File: src/rtl/spwm_pkg.sv
// spwm_pkg: definitions shared by the SPWM sequencer and its dead-time timer.
//   seqState_t : sequencer states (IDLE, RUN, DEAD)
//   QUAD_0..3  : quadrant encodings of the output waveform
//   DEF_AW     : default sine ROM index width
`timescale 1ns/1ps
package spwm_pkg;

    typedef enum logic [1:0] {
        IDLE = 2'd0,
        RUN  = 2'd1,
        DEAD = 2'd2
    } seqState_t;

    localparam logic [1:0] QUAD_0 = 2'd0;
    localparam logic [1:0] QUAD_1 = 2'd1;
    localparam logic [1:0] QUAD_2 = 2'd2;
    localparam logic [1:0] QUAD_3 = 2'd3;

    localparam int DEF_AW = 8;

endpackage

File: src/rtl/spwm_dead_timer.sv
// spwm_dead_timer: load/count/done down-counter for the zero-crossing dead time.
//   clk   : system clock
//   rst   : asynchronous active-low reset
//   load  : preload DEAD_CYC (takes priority over count)
//   count : decrement while nonzero
//   done  : high while the counter sits at 1, i.e. during the last dead clock
`timescale 1ns/1ps
module spwm_dead_timer #(
    parameter int DEAD_CYC = 4
) (
    input  logic clk,
    input  logic rst,
    input  logic load,
    input  logic count,
    output logic done
);

    // A zero dead time would give a zero-width counter; keep one bit so the
    // module still elaborates (the sequencer never loads it in that case).
    localparam int CW = (DEAD_CYC > 0) ? $clog2(DEAD_CYC + 1) : 1;

    logic [CW-1:0] cnt;

    always_ff @(posedge clk or negedge rst) begin
        if (!rst) begin
            cnt <= '0;
        end else if (load) begin
            cnt <= CW'(DEAD_CYC);
        end else if (count && (cnt != '0)) begin
            cnt <= cnt - CW'(1);
        end
    end

    // Loaded on the half-ending edge, so the value 1 is seen on the
    // DEAD_CYC-th dead clock; the sequencer leaves DEAD on the following edge.
    assign done = (cnt == CW'(1));

endmodule

File: src/rtl/spwm_seq.sv
// spwm_seq: SPWM sequencer walking the sine ROM index across four quadrants.
//   clk, rst          : clock, asynchronous active-low reset
//   en                : run request (stop only takes effect at a cycle boundary)
//   uni               : 1 = unipolar, 0 = bipolar (latched with qlen)
//   qlen              : samples per quarter Q (0 keeps the block idle)
//   rdy               : carrier generator finished the current sample
//   idx, quad, dir    : ROM address, quadrant, rising-magnitude flag
//   pwm_en            : carrier/comparator enable
//   pol_p, pol_n      : bridge polarity selects
//   sample_stb        : new idx valid (ROM read strobe)
//   cyc_done          : full output cycle finished
//   busy              : sequencer not idle
// Handshake: rdy is a single-clock pulse; every rdy seen in RUN advances
// exactly one sample, and the resulting idx is presented together with a
// one-clock sample_stb on the following clock. rdy is ignored outside RUN.
`timescale 1ns/1ps
module spwm_seq
    import spwm_pkg::*;
#(
    parameter int AW       = DEF_AW,
    parameter int DEAD_CYC = 4
) (
    input  logic          clk,
    input  logic          rst,
    input  logic          en,
    input  logic          uni,
    input  logic [AW-1:0] qlen,
    input  logic          rdy,
    output logic [AW-1:0] idx,
    output logic [1:0]    quad,
    output logic          dir,
    output logic          pwm_en,
    output logic          pol_p,
    output logic          pol_n,
    output logic          sample_stb,
    output logic          cyc_done,
    output logic          busy
);

    seqState_t     state, stateNext;
    logic [AW-1:0] qR, qNext;
    logic          uniR, uniNext;
    logic [AW-1:0] idxNext;
    logic [1:0]    quadNext;
    logic          stbNext, doneNext, boundary;
    logic          pwmEnNext, polPNext, polNNext, dirNext, busyNext;
    logic          timerLoad, timerDone;

    spwm_dead_timer #(.DEAD_CYC(DEAD_CYC)) deadTimer (
        .clk   (clk),
        .rst   (rst),
        .load  (timerLoad),
        .count (state == DEAD),
        .done  (timerDone)
    );

    always_ff @(posedge clk or negedge rst) begin
        if (!rst) begin
            state      <= IDLE;
            qR         <= '0;
            uniR       <= 1'b0;
            idx        <= '0;
            quad       <= QUAD_0;
            dir        <= 1'b0;
            pwm_en     <= 1'b0;
            pol_p      <= 1'b0;
            pol_n      <= 1'b0;
            sample_stb <= 1'b0;
            cyc_done   <= 1'b0;
            busy       <= 1'b0;
        end else begin
            state      <= stateNext;
            qR         <= qNext;
            uniR       <= uniNext;
            idx        <= idxNext;
            quad       <= quadNext;
            dir        <= dirNext;
            pwm_en     <= pwmEnNext;
            pol_p      <= polPNext;
            pol_n      <= polNNext;
            sample_stb <= stbNext;
            cyc_done   <= doneNext;
            busy       <= busyNext;
        end
    end

    always_comb begin
        stateNext = state;
        qNext     = qR;
        uniNext   = uniR;
        idxNext   = idx;
        quadNext  = quad;
        stbNext   = 1'b0;
        doneNext  = 1'b0;
        boundary  = 1'b0;
        timerLoad = 1'b0;

        case (state)
            IDLE: begin
                if (en && (qlen != '0)) begin
                    stateNext = RUN;
                    qNext     = qlen;
                    uniNext   = uni;
                    idxNext   = '0;
                    quadNext  = QUAD_0;
                    stbNext   = 1'b1;
                end
            end
            RUN: begin
                if (rdy) begin
                    stbNext = 1'b1;
                    if (!quad[0]) begin
                        // Rising quarter: the peak Q belongs to the odd quadrant.
                        if (idx == qR - AW'(1)) begin
                            idxNext  = qR;
                            quadNext = quad + 2'd1;
                        end else begin
                            idxNext = idx + AW'(1);
                        end
                    end else if (idx != AW'(1)) begin
                        idxNext = idx - AW'(1);
                    end else begin
                        // Half ends; zero belongs to the next even quadrant.
                        idxNext  = '0;
                        quadNext = uniR ? QUAD_0 : quad + 2'd1;
                        boundary = uniR || (quad == QUAD_3);
                        if (boundary) begin
                            doneNext = 1'b1;
                            qNext    = qlen;
                            uniNext  = uni;
                        end
                        if (boundary && (!en || (qlen == '0))) begin
                            stateNext = IDLE;
                            stbNext   = 1'b0;
                            quadNext  = QUAD_0;
                        end else if (!uniR && (DEAD_CYC > 0)) begin
                            stateNext = DEAD;
                            stbNext   = 1'b0;
                            timerLoad = 1'b1;
                        end
                    end
                end
            end
            DEAD: begin
                if (timerDone) begin
                    stateNext = RUN;
                    stbNext   = 1'b1;
                end
            end
            default: stateNext = IDLE;
        endcase

        pwmEnNext = (stateNext == RUN);
        polPNext  = pwmEnNext && ((quadNext < QUAD_2) || uniNext);
        polNNext  = pwmEnNext && !polPNext;
        busyNext  = (stateNext != IDLE);
        dirNext   = busyNext && !quadNext[0];
    end

endmodule

File: config.mk
export PLATFORM = sky130hd
export DESIGN_NAME = spwm_seq
export DESIGN_NICKNAME = d
export VERILOG_FILES = /design/src/rtl/spwm_pkg.sv /design/src/rtl/spwm_dead_timer.sv /design/src/rtl/spwm_seq.sv
export SDC_FILE = /design/constraint.sdc
export NUM_CORES = 1
export LEC_CHECK = 0
export CORE_UTILIZATION = 52
export CTS_BUF_LIST = sky130_fd_sc_hd__clkbuf_8
export CTS_CLUSTER_SIZE = 28
export DETAILED_ROUTE_END_ITERATION = 7
export HOLD_SLACK_MARGIN = 0.08
export PLACE_DENSITY = 0.79
export SYNTH_ARGS = -nofsm -noshare
export SYNTH_HDL_FRONTEND = slang
export SYNTH_SLANG_ARGS = --single-unit
File: constraint.sdc
create_clock -name clk -period 2.3 [get_ports clk]
set_input_delay 0.23 -clock clk [delete_from_list [all_inputs] [get_ports clk]]
set_output_delay 0.23 -clock clk [all_outputs]
set_load 0.02 [all_outputs]
==> impl_metrics.tcl, run 1 <==
set metrics [dict create \
    grt_max_degree 32 \
    power_switching_w 0.00160 \
    synth_fp_nets 247 \
    yosys_warnings 0 \
    antenna_found_initial 0 \
    start_util_pct 54.7 \
    placed_area_mm2 0.00267 \
    r2r_slack_ns 0.09 \
    period_minus_slack_ns 2.21 \
    crit_type "reg2reg" \
    path_clk_slew_ns 0.07 \
    tightest_slew_ns 0.422 \
    worstSkewPairLatency_ns 0.28 \
    power_frac_seq_pct 28.6 \
    regArea_um2 781 \
    port_buffers 29 \
    avgRoutedWirePerCell_um 17.2 \
    power_density_mw_per_mm2 1250 \
    core_mm2 0.00406 \
    diodes 0 \
    rr_startpoint "qR[0]" \
    drv_cap 0 \
    drc 0 \
    die_h_um 67.4 \
    clkPwrFrac_pct 12.1 \
    cts_buffer_depth 2 \
    synth-edff-count 0 \
    numClockSinks 31 \
    leakagePower_nw 1.19 \
    cts_tree "done" \
    design_area_mm2 0.00282 \
    cts-root-buf "clkbuf_8" \
    wl_um 5570 \
    dp_cells 316 \
    dieArea_mm2 0.00454 \
    die_w_um 67.4 \
    drt_iter0_drc 172 \
    cp.arrival_ns 2.37 \
    ys_seq_elements 31 \
    vias 1937 \
    layout.nets 295 \
    drv_slew 0 \
    setup_violations 0 \
    yosysSeqAreaShare_pct 34.9 \
    irDropWorstVdd_v 0.000573 \
    end_kind "flop" \
    io_pins 30 \
    status "finished, final reports clean" \
    total_power_w 0.00351 \
    hold_viol 0 \
    rows 23 \
    antenna_left 0 \
    final_cell_count_no_fill 324 \
    area_growth_pct 26.8 \
    post_cts_buffers 0 \
    cts_buffers 5 \
    skew_ns 0.00463 \
    required_ns 2.47 \
    yosysUniqueCellTypes 59 \
    firstDrtPassIters 4 \
    syn_area_per_cell_um2 9.87 \
    max_slew_margin_pct 71.7 \
    p_int_w 0.00191 \
    synthFlopType "dfrtp_1" \
    async_flop_share_pct 100 \
    swShare_pct 45.6 \
    finalSetupTns_ns 0 \
    fin_crit_sh_pct 95.9 \
    whs_ns 0.345 \
    grt_usage_pct 27.2 \
    max_clock_freq_mhz 453 \
    gp_congestion 0.897 \
    hold_path_class "in2async" \
    worst_r2r_path_depth 7 \
    syn_area_mm2 0.00222 \
    grt-ovfl-total 0 \
    hpwl_um 4100 \
    startpoint_type "flop" \
    cts_hold_buf 0 \
    drive_gt1_share_pct 25.9 \
    first_global_vias 1880 \
    multiInputGateArea_mm2 0.00137 \
    grt_pass1_wl_um 9040 \
    htree_levels 2 \
    routed_via_density 5.98 \
    combPwrFrac_pct 59.2 \
    worstReg2RegEnd "idx[5]" \
    fill_cells 329 \
    path_max_fanout 9 \
    synthCells 225 \
]
[kinds of logic (layout without fill, tap and decap cells)]
| group | count (synthesis) | after routing | synth area share [%] |
|---|---|---|---|
| adders and majority gates | 9 | 9 | 5.07 |
| xor gates and xnor gates | 16 | 16 | 6.65 |
| muxes | 10 | 10 | 4.90 |
| AOI/OAI and AO/OA | 65 | 65 | 24.5 |
| and+or+nand+nor | 70 | 70 | 18.0 |
| DFF | 31 | 31 | 34.9 |
| buffers and inverters | 24 | 73 | 6.03 |
[cell usage in the layout, fill, tap and decap left out, types with 7 or more instances in the layout]
| cell type | count |
|---|---|
| mux2_2 | 7 |
| nor2_1 | 9 |
| buf_4 | 23 |
| nand2_1 | 17 |
| dfrtp_1 | 27 |
| o21ai_0 | 11 |
| inv_1 | 13 |
| xnor2_1 | 9 |
| ha_1 | 8 |
| a21oi_1 | 9 |
| nand3_1 | 7 |
| clkdlybuf4s50_1 | 29 |
| a211oi_1 | 8 |
[area by class of cell]
| cell class | instances | share of cell area [%] |
|---|---|---|
| Multi-Input combinational cell | 170 | 48.6 |
| Sequential cell | 31 | 27.7 |
| Timing Repair Buffer | 53 | 16.8 |
| Clock buffer | 5 | 2.44 |
| Tap cell | 50 | 2.22 |
| Inverter | 12 | 1.60 |
| Clock inverter | 3 | 0.578 |
[worst max-delay path, cell delays in order, from the launching register on]
cell and delay [ns]:
dfrtp_2 0.44, or4_4 0.57, o21ai_4 0.15, a211oi_1 0.10, o211ai_2 0.32, buf_6 0.21
mux2i_1 0.21, a31oi_1 0.10
[stage by stage]
| step | util (%) | setup slack (ns) |
|---|---|---|
| floorplan | - | 0.0337 |
| global placement | 65.8 | -0.0241 |
| detailed placement | 65.8 | -0.0671 |
| CTS | 68.1 | 0.0757 |
| global route | 69.4 | -0.0347 |
| finish | 69.4 | 0.0932 |
[how the worst max path moves through the flow]
stage,start,endpoint,slack (ns),cells past startpoint
after detailed placement,qR[0],idx[1],-0.07,8
after floorplan,idx[1],qR[2],0.03,8
after CTS,qR[0],idx[1],0.08,8
after global routing,idx[1],pol_n,-0.03,8
final,qR[0],idx[5],0.09,7
after global placement,qlen[5],dir,-0.02,7
[per-layer routing]
layer	wire length, µm	part of all wire, %	track usage (%)	vias up
li1	-	-	-	926
met1	2380	43	35.8	939
met2	2820	51	45.0	60
met3	259	4.6	4.73	12
met4	105	1.9	8.78	0
met5	0	0	0	-
[repair_timing]
| item | 4_1_cts | 5_1_grt |
|---|---|---|
| gates resized for setup | 3 | 13 |
| hold endpoints to repair | 0 | 0 |
| pin swaps | 0 | 3 |
| endpoints found under the setup margin | 3 | 15 |
[sequential cells by signal (all words and copies together), names as in the netlist]
register and count:
idx 8, qR 8, deadTimer.cnt 3, quad 2
state 2, busy 1, cyc_done 1, dir 1
pol_n 1, pol_p 1, pwm_en 1, sample_stb 1
uniR 1
[power by group through the flow]
stage	combinational [W]	clock (W)	sequential, W
floorplan	0.00128	0	0.00106
global placement	0.00192	0	0.000989
detailed placement	0.00197	0	0.000994
CTS	0.00200	0.000428	0.000988
global route	0.00226	0.000456	0.00103
finish	0.00208	0.000426	0.00101
[Yosys cell counts (7+ instances only)]
cell,number,area share (%)
dfrtp_1,31,35
nand2_1,18,3.0
inv_1,12,2.0
o21ai_0,12,2.7
a21oi_1,9,2.0
ha_1,9,5.1
nor2_1,9,1.5
xnor2_1,9,3.5
a211oi_1,8,2.7
mux2_2,7,3.5
nand3_1,7,1.6
nor3_1,7,1.6
Note: power is estimated with default switching activity, not from simulation.
==> inputs of run 2 (changes only) <==
--- a/config.mk
+++ b/config.mk
@@ -7,6 +7,7 @@
 export LEC_CHECK = 0
 export CORE_UTILIZATION = 52
 export CTS_BUF_LIST = sky130_fd_sc_hd__clkbuf_8
+export CTS_CLUSTER_DIAMETER = 120
 export CTS_CLUSTER_SIZE = 28
 export DETAILED_ROUTE_END_ITERATION = 7
 export HOLD_SLACK_MARGIN = 0.08
==> results of run 2 <==
The final DEF is identical to that of run 1; final timing and power are the same.
==> inputs of run 3 (changes only) <==
--- a/config.mk
+++ b/config.mk
@@ -12,6 +12,7 @@
 export DETAILED_ROUTE_END_ITERATION = 7
 export HOLD_SLACK_MARGIN = 0.08
 export PLACE_DENSITY = 0.79
+export REMOVE_ABC_BUFFERS = 1
 export SYNTH_ARGS = -nofsm -noshare
 export SYNTH_HDL_FRONTEND = slang
 export SYNTH_SLANG_ARGS = --single-unit
==> run 3 against run 2 <==
  * Register-to-register slack is essentially flat
  * Total power shrank 0.26%
  * Critical path depth grew 1
  * Worst setup slack lost 0.0084 ns
  * Sequential share of layout area grew 0.18 points
  * Fmax shrank 0.38%
  * Wire length shrank 5.7%
  * Hold slack lost 0.011 ns
  * First-iteration DRC count grew 10%
  * Global-route usage shrank 1.2 points
  * Largest power group unchanged
  * Highest routed layer unchanged
==> impl_metrics.tcl, run 3 (synthesis gave the netlist of run 1 again) <==
set metrics [dict create \
    status "finished, final reports clean" \
    path_max_fanout 5 \
    crit_type "reg2reg" \
    finalSetupTns_ns 0 \
    reg_top3 "idx (8), qR (8), deadTimer.cnt (3)" \
    leakagePower_nw 1.20 \
    fill_cells 334 \
    cts_tree "done" \
    path_cells "inv_1 > ha_2 > nand4_1 > a2111oi_4 > o211ai_2 > a2111oi_1 > buf_4 > a211oi_1" \
    cp.arrival_ns 2.38 \
    cts_buffer_depth 2 \
    start_util_pct 54.7 \
    power_density_mw_per_mm2 1260 \
    grt_usage_pct 26.0 \
    path_clk_slew_ns 0.06 \
    rsz0062_at_grt "yes" \
    hold_path_class "in2async" \
    wl_um 5260 \
    worstSkewPairLatency_ns 0.28 \
    cts-root-buf "clkbuf_8" \
    max_slew_margin_pct 71.4 \
    htree_levels 2 \
    avgRoutedWirePerCell_um 16.3 \
    drc 0 \
    fin_crit_sh_pct 96.3 \
    area_growth_pct 25.2 \
    cts_hold_buf 0 \
    multiInputGateArea_mm2 0.00133 \
    skew_ns 0.00894 \
    diodes 0 \
    firstDrtPassIters 4 \
    layout.nets 294 \
    port_buffers 29 \
    core_mm2 0.00406 \
    cts_resized 0 \
    antenna_found_initial 0 \
    final_common_cell "dfrtp_1" \
    regArea_um2 776 \
    dp_cells 315 \
    die_h_um 67.4 \
    max_clock_freq_mhz 451 \
    drv_cap 0 \
    drt_iter0_drc 190 \
    dp_slack_ns -0.0471 \
    setup_ws_ns 0.0848 \
    cp_top_family "compound AO/OA/AOI/OAI gates" \
    end_kind "flop" \
    cts_buffers 5 \
    dieArea_mm2 0.00454 \
    period_minus_slack_ns 2.22 \
    routed_via_density 6.02 \
    slowest_stage "dfrtp_1" \
    gp_congestion 0.867 \
    cp_slowest_stage_delay_ns 0.44 \
    whs_ns 0.334 \
    tightest_slew_ns 0.429 \
    numClockSinks 31 \
    io_pins 30 \
    first_global_vias 1768 \
    final_util_pct 68.5 \
    startpoint_type "flop" \
    mostFrequentLayoutCells "dfrtp_1 (31), clkdlybuf4s50_1 (29), buf_4 (23)" \
    die_w_um 67.4 \
    grt-ovfl-total 0 \
    vias 1945 \
    hpwl_um 3900 \
    hold_viol 0 \
    setup_violations 0 \
    antenna_left 0 \
    drv_slew 0 \
    rows 23 \
    final_cell_count_no_fill 323 \
    irDropWorstVdd_v 0.000657 \
    grt_pass1_wl_um 8610 \
    drive_gt1_share_pct 23.4 \
    grt_max_degree 32 \
    required_ns 2.46 \
    post_cts_buffers 0 \
    critical_path_buf_inv_count 2 \
]
run 3: cell types whose count changed in the layout (fill, tap and decap cells not counted), sizes merged:
cell | before | now
clkinvlp | 1 | 0
buf | 24 | 23
clkbuf | 5 | 7
clkinv | 1 | 0
run 3: path summary, 6_finish.rpt:
kind | from | endpoint | slack (ns) | depth (start not counted)
setup / recovery | qR[0] | idx[1] | 0.08 | 8
hold / removal | rst | idx[3] | 0.33 | 2
setup reg to reg | qR[0] | idx[1] | 0.08 | 8
hold reg to reg | deadTimer.cnt[1] | deadTimer.cnt[1] | 0.53 | 1
max in group asynchronous | rst | deadTimer.cnt[2] | 1.67 | 2
min in group clk | deadTimer.cnt[1] | deadTimer.cnt[1] | 0.53 | 1
run 3: cell type report:
class	count	share of cell area, %
timing repair buffer	52	16.7
inverter	12	1.62
clock inverter	1	0.135
multi-input combinational	170	48.0
tap	50	2.25
clock buffer	7	3.47
sequential	31	27.9
run 3: per-stage QoR:
| stage | instance area [µm²] | power (W) |
|---|---|---|
| floorplan | 2130 | 0.00226 |
| global placement | 2660 | 0.00291 |
| global route | 2780 | 0.00375 |
| finish | 2780 | 0.00350 |
| detailed placement | 2660 | 0.00297 |
| CTS | 2760 | 0.00345 |
run 3: layer usage:
metal / up-vias / GRT usage, % / wire length, µm
li1: 928 / - / -
met2: 86 / 39.3 / 2420
met3: 8 / 3.21 / 292
met1: 923 / 37.3 / 2470
met5: - / 0 / 0
met4: 0 / 10.9 / 74
run 3: power by group:
part | internal [W] | leakage (nW) | switching (W) | total (W)
logic | 0.000944 | 0.768 | 0.00110 | 0.00205
registers | 0.000741 | 0.380 | 0.000256 | 0.000997
clock network | 0.000268 | 0.0557 | 0.000190 | 0.000458
